<file path="src/rtl/uart_rx_packer.sv">
// Packs received UART bytes into BYTES-wide FIFO words, LSB-first, with an idle-timeout
// flush of partial words and sticky drop/word statistics.
module uart_rx_packer #(
  parameter int unsigned BYTES   = 4,
  parameter int unsigned TIMEOUT = 1024,
  parameter int unsigned CNT_W   = 16
) (
  input  logic                       i_clk,
  input  logic                       i_rst,
  input  logic                       rx_valid,
  input  logic [7:0]                 rx_data,
  input  logic                       fifo_full,
  input  logic                       i_clr_ovf,
  output logic                       o_wren_fifo,
  output logic [BYTES*8-1:0]         o_rx_data,
  output logic [$clog2(BYTES+1)-1:0] o_valid_bytes,
  output logic                       o_overflow,
  output logic [CNT_W-1:0]           o_drop_cnt,
  output logic [CNT_W-1:0]           o_word_cnt,
  output logic                       o_busy
);

  localparam int unsigned IdxW  = (BYTES > 1) ? $clog2(BYTES) : 1;
  localparam int unsigned IdleW = (TIMEOUT > 1) ? $clog2(TIMEOUT) : 1;
  localparam int unsigned VbW   = $clog2(BYTES + 1);

  localparam logic [IdxW-1:0]  IdxLast  = IdxW'(BYTES - 1);
  localparam logic [IdleW-1:0] IdleLast = (TIMEOUT > 0) ? IdleW'(TIMEOUT - 1) : '0;
  localparam bit               FlushEn  = (TIMEOUT > 0);

  typedef enum logic {StAccum, StWrite} state_e;

  state_e             state_q, state_d;
  logic [IdxW-1:0]    idx_q, idx_d;
  logic [IdleW-1:0]   idle_q, idle_d;
  logic [BYTES*8-1:0] lanes_q, lanes_d;
  logic [VbW-1:0]     vb_q, vb_d;
  logic               overflow_q, overflow_d;
  logic [CNT_W-1:0]   drop_cnt_q, drop_cnt_d;
  logic [CNT_W-1:0]   word_cnt_q, word_cnt_d;
  logic               drop;

  always_comb begin
    state_d     = state_q;
    idx_d       = idx_q;
    idle_d      = idle_q;
    lanes_d     = lanes_q;
    vb_d        = vb_q;
    o_wren_fifo = 1'b0;
    unique case (state_q)
      StAccum: begin
        if (rx_valid) begin
          lanes_d[8*idx_q +: 8] = rx_data;
          idle_d                = '0;
          if (idx_q == IdxLast) begin
            state_d = StWrite;
            vb_d    = VbW'(BYTES);
            idx_d   = '0;
          end else begin
            idx_d = idx_q + 1'b1;
          end
        end else if (idx_q == '0) begin
          idle_d = '0;
        end else if (FlushEn) begin
          if (idle_q == IdleLast) begin
            // Partial flush: lanes beyond idx were cleared after the previous write
            state_d = StWrite;
            vb_d    = VbW'(idx_q);
            idx_d   = '0;
            idle_d  = '0;
          end else begin
            idle_d = idle_q + 1'b1;
          end
        end
      end
      StWrite: begin
        idle_d = '0;
        if (!fifo_full) begin
          o_wren_fifo = 1'b1;
          state_d     = StAccum;
          lanes_d     = '0;
          vb_d        = '0;
        end
      end
      default: state_d = StAccum;
    endcase
  end

  // Any byte arriving while a word is pending is lost, including on the write cycle
  assign drop = (state_q == StWrite) && rx_valid;

  always_comb begin
    overflow_d = overflow_q;
    drop_cnt_d = drop_cnt_q;
    word_cnt_d = word_cnt_q;
    if (i_clr_ovf) begin
      overflow_d = 1'b0;
      drop_cnt_d = '0;
    end else if (drop) begin
      overflow_d = 1'b1;
      if (drop_cnt_q != '1) drop_cnt_d = drop_cnt_q + 1'b1;
    end
    if (o_wren_fifo) word_cnt_d = word_cnt_q + 1'b1;
  end

  always_ff @(posedge i_clk or posedge i_rst) begin
    if (i_rst) begin
      state_q    <= StAccum;
      idx_q      <= '0;
      idle_q     <= '0;
      lanes_q    <= '0;
      vb_q       <= '0;
      overflow_q <= 1'b0;
      drop_cnt_q <= '0;
      word_cnt_q <= '0;
    end else begin
      state_q    <= state_d;
      idx_q      <= idx_d;
      idle_q     <= idle_d;
      lanes_q    <= lanes_d;
      vb_q       <= vb_d;
      overflow_q <= overflow_d;
      drop_cnt_q <= drop_cnt_d;
      word_cnt_q <= word_cnt_d;
    end
  end

  assign o_rx_data     = lanes_q;
  assign o_valid_bytes = vb_q;
  assign o_overflow    = overflow_q;
  assign o_drop_cnt    = drop_cnt_q;
  assign o_word_cnt    = word_cnt_q;
  assign o_busy        = (state_q != StAccum) || (idx_q != '0);

endmodule

</file>
<file path="config.mk">
export PLATFORM = sky130hd
export DESIGN_NAME = uart_rx_packer
export DESIGN_NICKNAME = d
export VERILOG_FILES = /design/src/rtl/uart_rx_packer.sv
export SDC_FILE = /design/constraint.sdc
export NUM_CORES = 1
export LEC_CHECK = 0
export CAP_MARGIN = 20
export CORE_UTILIZATION = 30
export DETAILED_ROUTE_END_ITERATION = 6
export PLACE_DENSITY = 0.65
export SLEW_MARGIN = 20
export SYNTH_ARGS = -nofsm -noshare
export SYNTH_HDL_FRONTEND = slang
export SYNTH_SLANG_ARGS = --single-unit
</file>
<file path="constraint.sdc">
create_clock -name i_clk -period 3.2 [get_ports i_clk]
set_input_delay 0.96 -clock i_clk [delete_from_list [all_inputs] [get_ports i_clk]]
set_output_delay 0.96 -clock i_clk [all_outputs]
set_load 0.01 [all_outputs]
</file>
## After elaboration in Yosys (flattened, before gate mapping)

Index checks and enable logic that the tools add are counted.

- Shifts and indexed selects: 2
- Reductions and logical operators: 11
- Bitwise gates (word level): 1
- Multipliers: 0
- Mux-type cells: 31
- $lt $le $gt $ge: 0
- Equal/unequal tests: 9
- Div/mod/pow operators: 0
- Add/sub/neg operators: 5

Operator list:

| cell | count |
|---|---|
| 32-bit 2-to-1 mux | 2 |
| 32-bit one-hot mux with 2 select lines | 1 |
| 16-bit 2-to-1 mux | 3 |
| 5-bit negation with 34-bit output | 1 |
| 8-bit by 34-bit variable shift with 32-bit output, first input constant | 1 |
| 8-bit by 34-bit variable part select with 32-bit output | 1 |
| 16-bit by 1-bit adder with 16-bit output, second input constant | 2 |
| 32-bit bitwise mux | 1 |
| 10-bit 2-to-1 mux | 3 |
| 10-bit one-hot mux with 2 select lines | 1 |
| 16-bit inequality test, second input constant | 1 |
| 3-bit 2-to-1 mux | 5 |
| 10-bit by 1-bit adder with 10-bit output, second input constant | 1 |
| 10-bit == test, second input constant | 1 |
| 1-bit 2-to-1 mux | 9 |
| 3-bit inequality test, second input constant | 3 |
| 2-bit 2-to-1 mux | 4 |
| 2-bit nonzero test | 4 |
| 2-bit inequality test, second input constant | 3 |
| 3-bit one-hot mux with 2 select lines | 1 |
| 2-bit AND reduction | 2 |
| 4-bit AND reduction | 1 |
| 3-bit AND reduction | 1 |
| 2-bit by 1-bit adder with 2-bit output, second input constant | 1 |
| other kinds (6) | 6 |

- Memories: 0
- Register bits after elaboration: 81
- Word-level logic and storage cells: 67
- ROM bits: 0
- Latch bits: 0
- Output and inout bits: 70
- Bits of input ports: 13
- Bits in writable memories: 0

## Depth between registers and ports, before layout

- Word-level depth: 5
- Depth in mapped cells: 7

## Worst setup path after synthesis

OpenSTA, ideal clock, no wires.

- Path kind: input to output
- Start: input fifo_full
- End: output o_wren_fifo
- Arrival time: 1333 ps
- Slack: 907 ps
- Data required time: 2240 ps
- Stages: 2
- Cells stage by stage: and2b_1 > buf_4

- Longest elaborated chain between the ends: 2

RTL lines:

| what | RTL line | RTL |
|---|---|---|
| start, declared | 12 | `input logic fifo_full,` |
| 1-bit 2-to-1 mux | 78 | `if (!fifo_full) begin` |
| 1-bit 2-to-1 mux | 50 | `unique case (state_q)` |
| end, declared | 14 | `output logic o_wren_fifo,` |

No other way between the ends.

## Final worst setup path

Ends and elaborated chain as after synthesis.

==> impl_metrics.csv <==
group,metric,value,unit
run_status,status,"finished clean",
critical_path,critPathCaptureType,"output port",
critical_path,rr_startpoint,"idx_q[0]",
synthesis,synth_edf_count,0,
floorplanning,num_rows,40,
grt,grt.total_usage,0.146,
sta,post-route-period-util,0.981,
grt,grt_use_met3,0.0378,
cells_and_area,drive_gt1_frac,0.0917,
clock_network,tritoncts,"done",
route,vias,2932,
critical_path,cp.arrival,2.18,ns
synthesis,syn_nets,360,
clock_network,numCtsBuffers,9,
sta,fmax,0.319,GHz
sta,rsz0062_at_grt,"false",
synthesis,synthTopCellsByArea,"dfrtp_1 (55%), a22o_1 (6.0%), nand3_1 (3.1%)",
sta,slew_violations,0,
critical_path,worstSetupStartpoint,"fifo_full",
route,drt-initial-drc-count,180,
clock_network,cts-root-buf,"clkbuf_16",
floorplanning,die_y,113,um
clock_network,postCtsSetupRepairBufs,0,
critical_path,worstSetupStartpointType,"input pin",
synthesis,synth_top_area_frac,0.552,
synthesis,ys_seq_area_frac,0.552,
synthesis,synthArstFlopShare,1.00,
cells_and_area,layout.cells.non_filler,583,
placed_design,placedCellCount,567,
grt,grt_pass1_wl,14800,um
clock_network,cts_hold_buf,0,
sta,worst_pin_slew,0.918,ns
placed_design,gpl.final_weighted_congestion,0.773,
floorplanning,core,0.0120,sq mm
clock_network,clock_sinks,81,
critical_path,worstPathRequired,2.24,ns
route,drt_wl_total,8750,um
cells_and_area,n_antenna_cell,0,
grt,busiest_layer,"met2",
grt,use_met1,0.200,
critical_path,worstRegToRegCells,6,
sta,finalHoldViolations,0,
synthesis,synth_warnings,0,
synthesis,syn_area,0.00367,sq mm
critical_path,regToRegSetupSlack,0.92,ns
sta,max_slew_margin,0.383,
placed_design,portBuffers,82,
synthesis,synthFlopType,"dfrtp_1",
sta,layout_min_cycle_time,3.14,ns
power,ir_drop,0.337,mV
critical_path,endpoint,"o_wren_fifo",
synthesis,syn_avg_cell_area,10.8,sq um
job,drv_cap,0,
sta,setup_viol,0,
floorplanning,die_w,113,um
cells_and_area,fin_nets,451,
synthesis,synthTopCellsByCount,"dfrtp_1 (81), a22o_1 (25), nand3_1 (23), nor2_1 (21)",
grt,gr-total-overflow,0,
route,wl_per_cell,15.0,um
route,drt_first_pass_iters,5,
floorplanning,dieArea,0.0127,sq mm
sta,fin_skew,0.00803,ns
clock_network,insertion_delay,0.33,ns
synthesis,synth_cells,340,
cells_and_area,area_growth,36.4,%
critical_path,path_class,"in2out",
synthesis,post-synth-top-count-cell,"dfrtp_1",
grt,grt_max_degree,82,
route,ant_nets,0,
power,powerDensity,630,mW/mm^2
synthesis,synth_area_leader_cell,"dfrtp_1",
floorplanning,io_pins,83,
critical_path,reg2reg_to,"o_rx_data[15]",
clock_network,clockBufferDepth,2,
floorplanning,start_util,0.307,
power,leakage,0.00211,uW
grt,antenna_found_initial,0,
clock_network,cts_resized,0,
route,vias_per_cell,5.03,
critical_path,path_max_fanout,2,
sta,fin_tns_setup,0,ns
clock_network,clk_pin_slew,0.06,ns
synthesis,yosysUniqueCellTypes,41,
route,drc,0,
grt,use_met2,0.224,
hold_path,min_path_type,"reg2reg",
placed_design,place_hpwl,6250,um
grt,grt_pass1_vias,2880,
synthesis,synth_seq_cells,81,
clock_network,htreeDepth,3,
[worst min path at each step]
| stage | end | depth (start not counted) | startpoint | slack [ns] |
|---|---|---|---|---|
| 6_report | o_word_cnt[15] | 1 | o_word_cnt[15] | 0.47 |
| 5_1_grt | o_word_cnt[15] | 1 | o_word_cnt[15] | 0.49 |
| 4_1_cts | o_word_cnt[15] | 1 | o_word_cnt[15] | 0.48 |
| 3_5_place_dp | o_word_cnt[15] | 1 | o_word_cnt[15] | 0.46 |
| 3_3_place_gp | o_word_cnt[15] | 1 | o_word_cnt[15] | 0.46 |
| 2_1_floorplan | idle_q[0] | 1 | idle_q[0] | 0.45 |
[routing by layer]
metal  share of wire  vias to the layer above
met3           0.061                       12
met4           0.019                        0
li1                -                     1415
met2            0.45                       92
met1            0.47                     1413
met5               0                        -
[report_power, final]
group	total [uW]	internal, uW	leakage (uW)	switching [uW]
Clock	1020	550	0.000143	469
Sequential	1310	1160	0.00110	147
Combinational	832	403	0.000868	429
[registers in the layout (all words and copies together), names as in the netlist]
| name | flops |
|---|---|
| state_q | 1 |
| o_overflow | 1 |
| idx_q | 2 |
| idle_q | 10 |
| o_valid_bytes | 3 |
| o_word_cnt | 16 |
| o_drop_cnt | 16 |
| o_rx_data | 32 |
[area by class of cell]
class                   count  area (sq um)
inverters                  18          68.8
fillers                  1134          6950
repair buffers             91           901
clock buffers               9           225
well taps                 147           184
flip-flops and latches     81          2030
multi-input cells         230          1530
clock inverters             7          72.6
[critical path: stages]
cell,delay [ns]
clkdlybuf4s50_1,0.43
and2b_1,0.22
clkdlybuf4s50_1,0.57
[cell families (layout without fill, tap and decap cells)]
logic type / count (synthesis) / in the layout / synth area share
adders and majority gates: 7 / 7 / 0.0238
buffers and inverters: 29 / 125 / 0.0330
AOI/OAI and AO/OA: 72 / 72 / 0.136
DFF: 81 / 81 / 0.552
muxes: 2 / 2 / 0.00613
xor gates and xnor gates: 23 / 23 / 0.0548
and+or+nand+nor: 126 / 126 / 0.194
[metrics by stage]
stage	hold WS [ns]	setup WS (ns)	area, sq um	util	total power [uW]
after floorplan	0.448	0.160	3670	-	1740
after global placement	0.458	0.0596	4710	0.394	2140
after detailed placement	0.463	0.0725	4710	0.394	2160
after CTS	0.476	0.0513	5010	0.419	3190
after global routing	0.486	0.00969	5010	0.419	3340
final	0.471	0.0603	5010	0.419	3160
[cells in the final DEF, fill, tap and decap left out, drive strengths merged, types with 10 or more instances in the layout]
master,netlist,layout
xor2,13,13
xnor2,10,10
a21oi,21,21
clkdlybuf4s50,0,82
nand2,19,19
nand3,24,24
inv,18,21
dfrtp,81,81
nand4,12,12
o31ai,11,11
nor2,21,21
a22o,25,25
nor3,10,10
o21ai,13,13
Power figures use the tool's default switching activity.
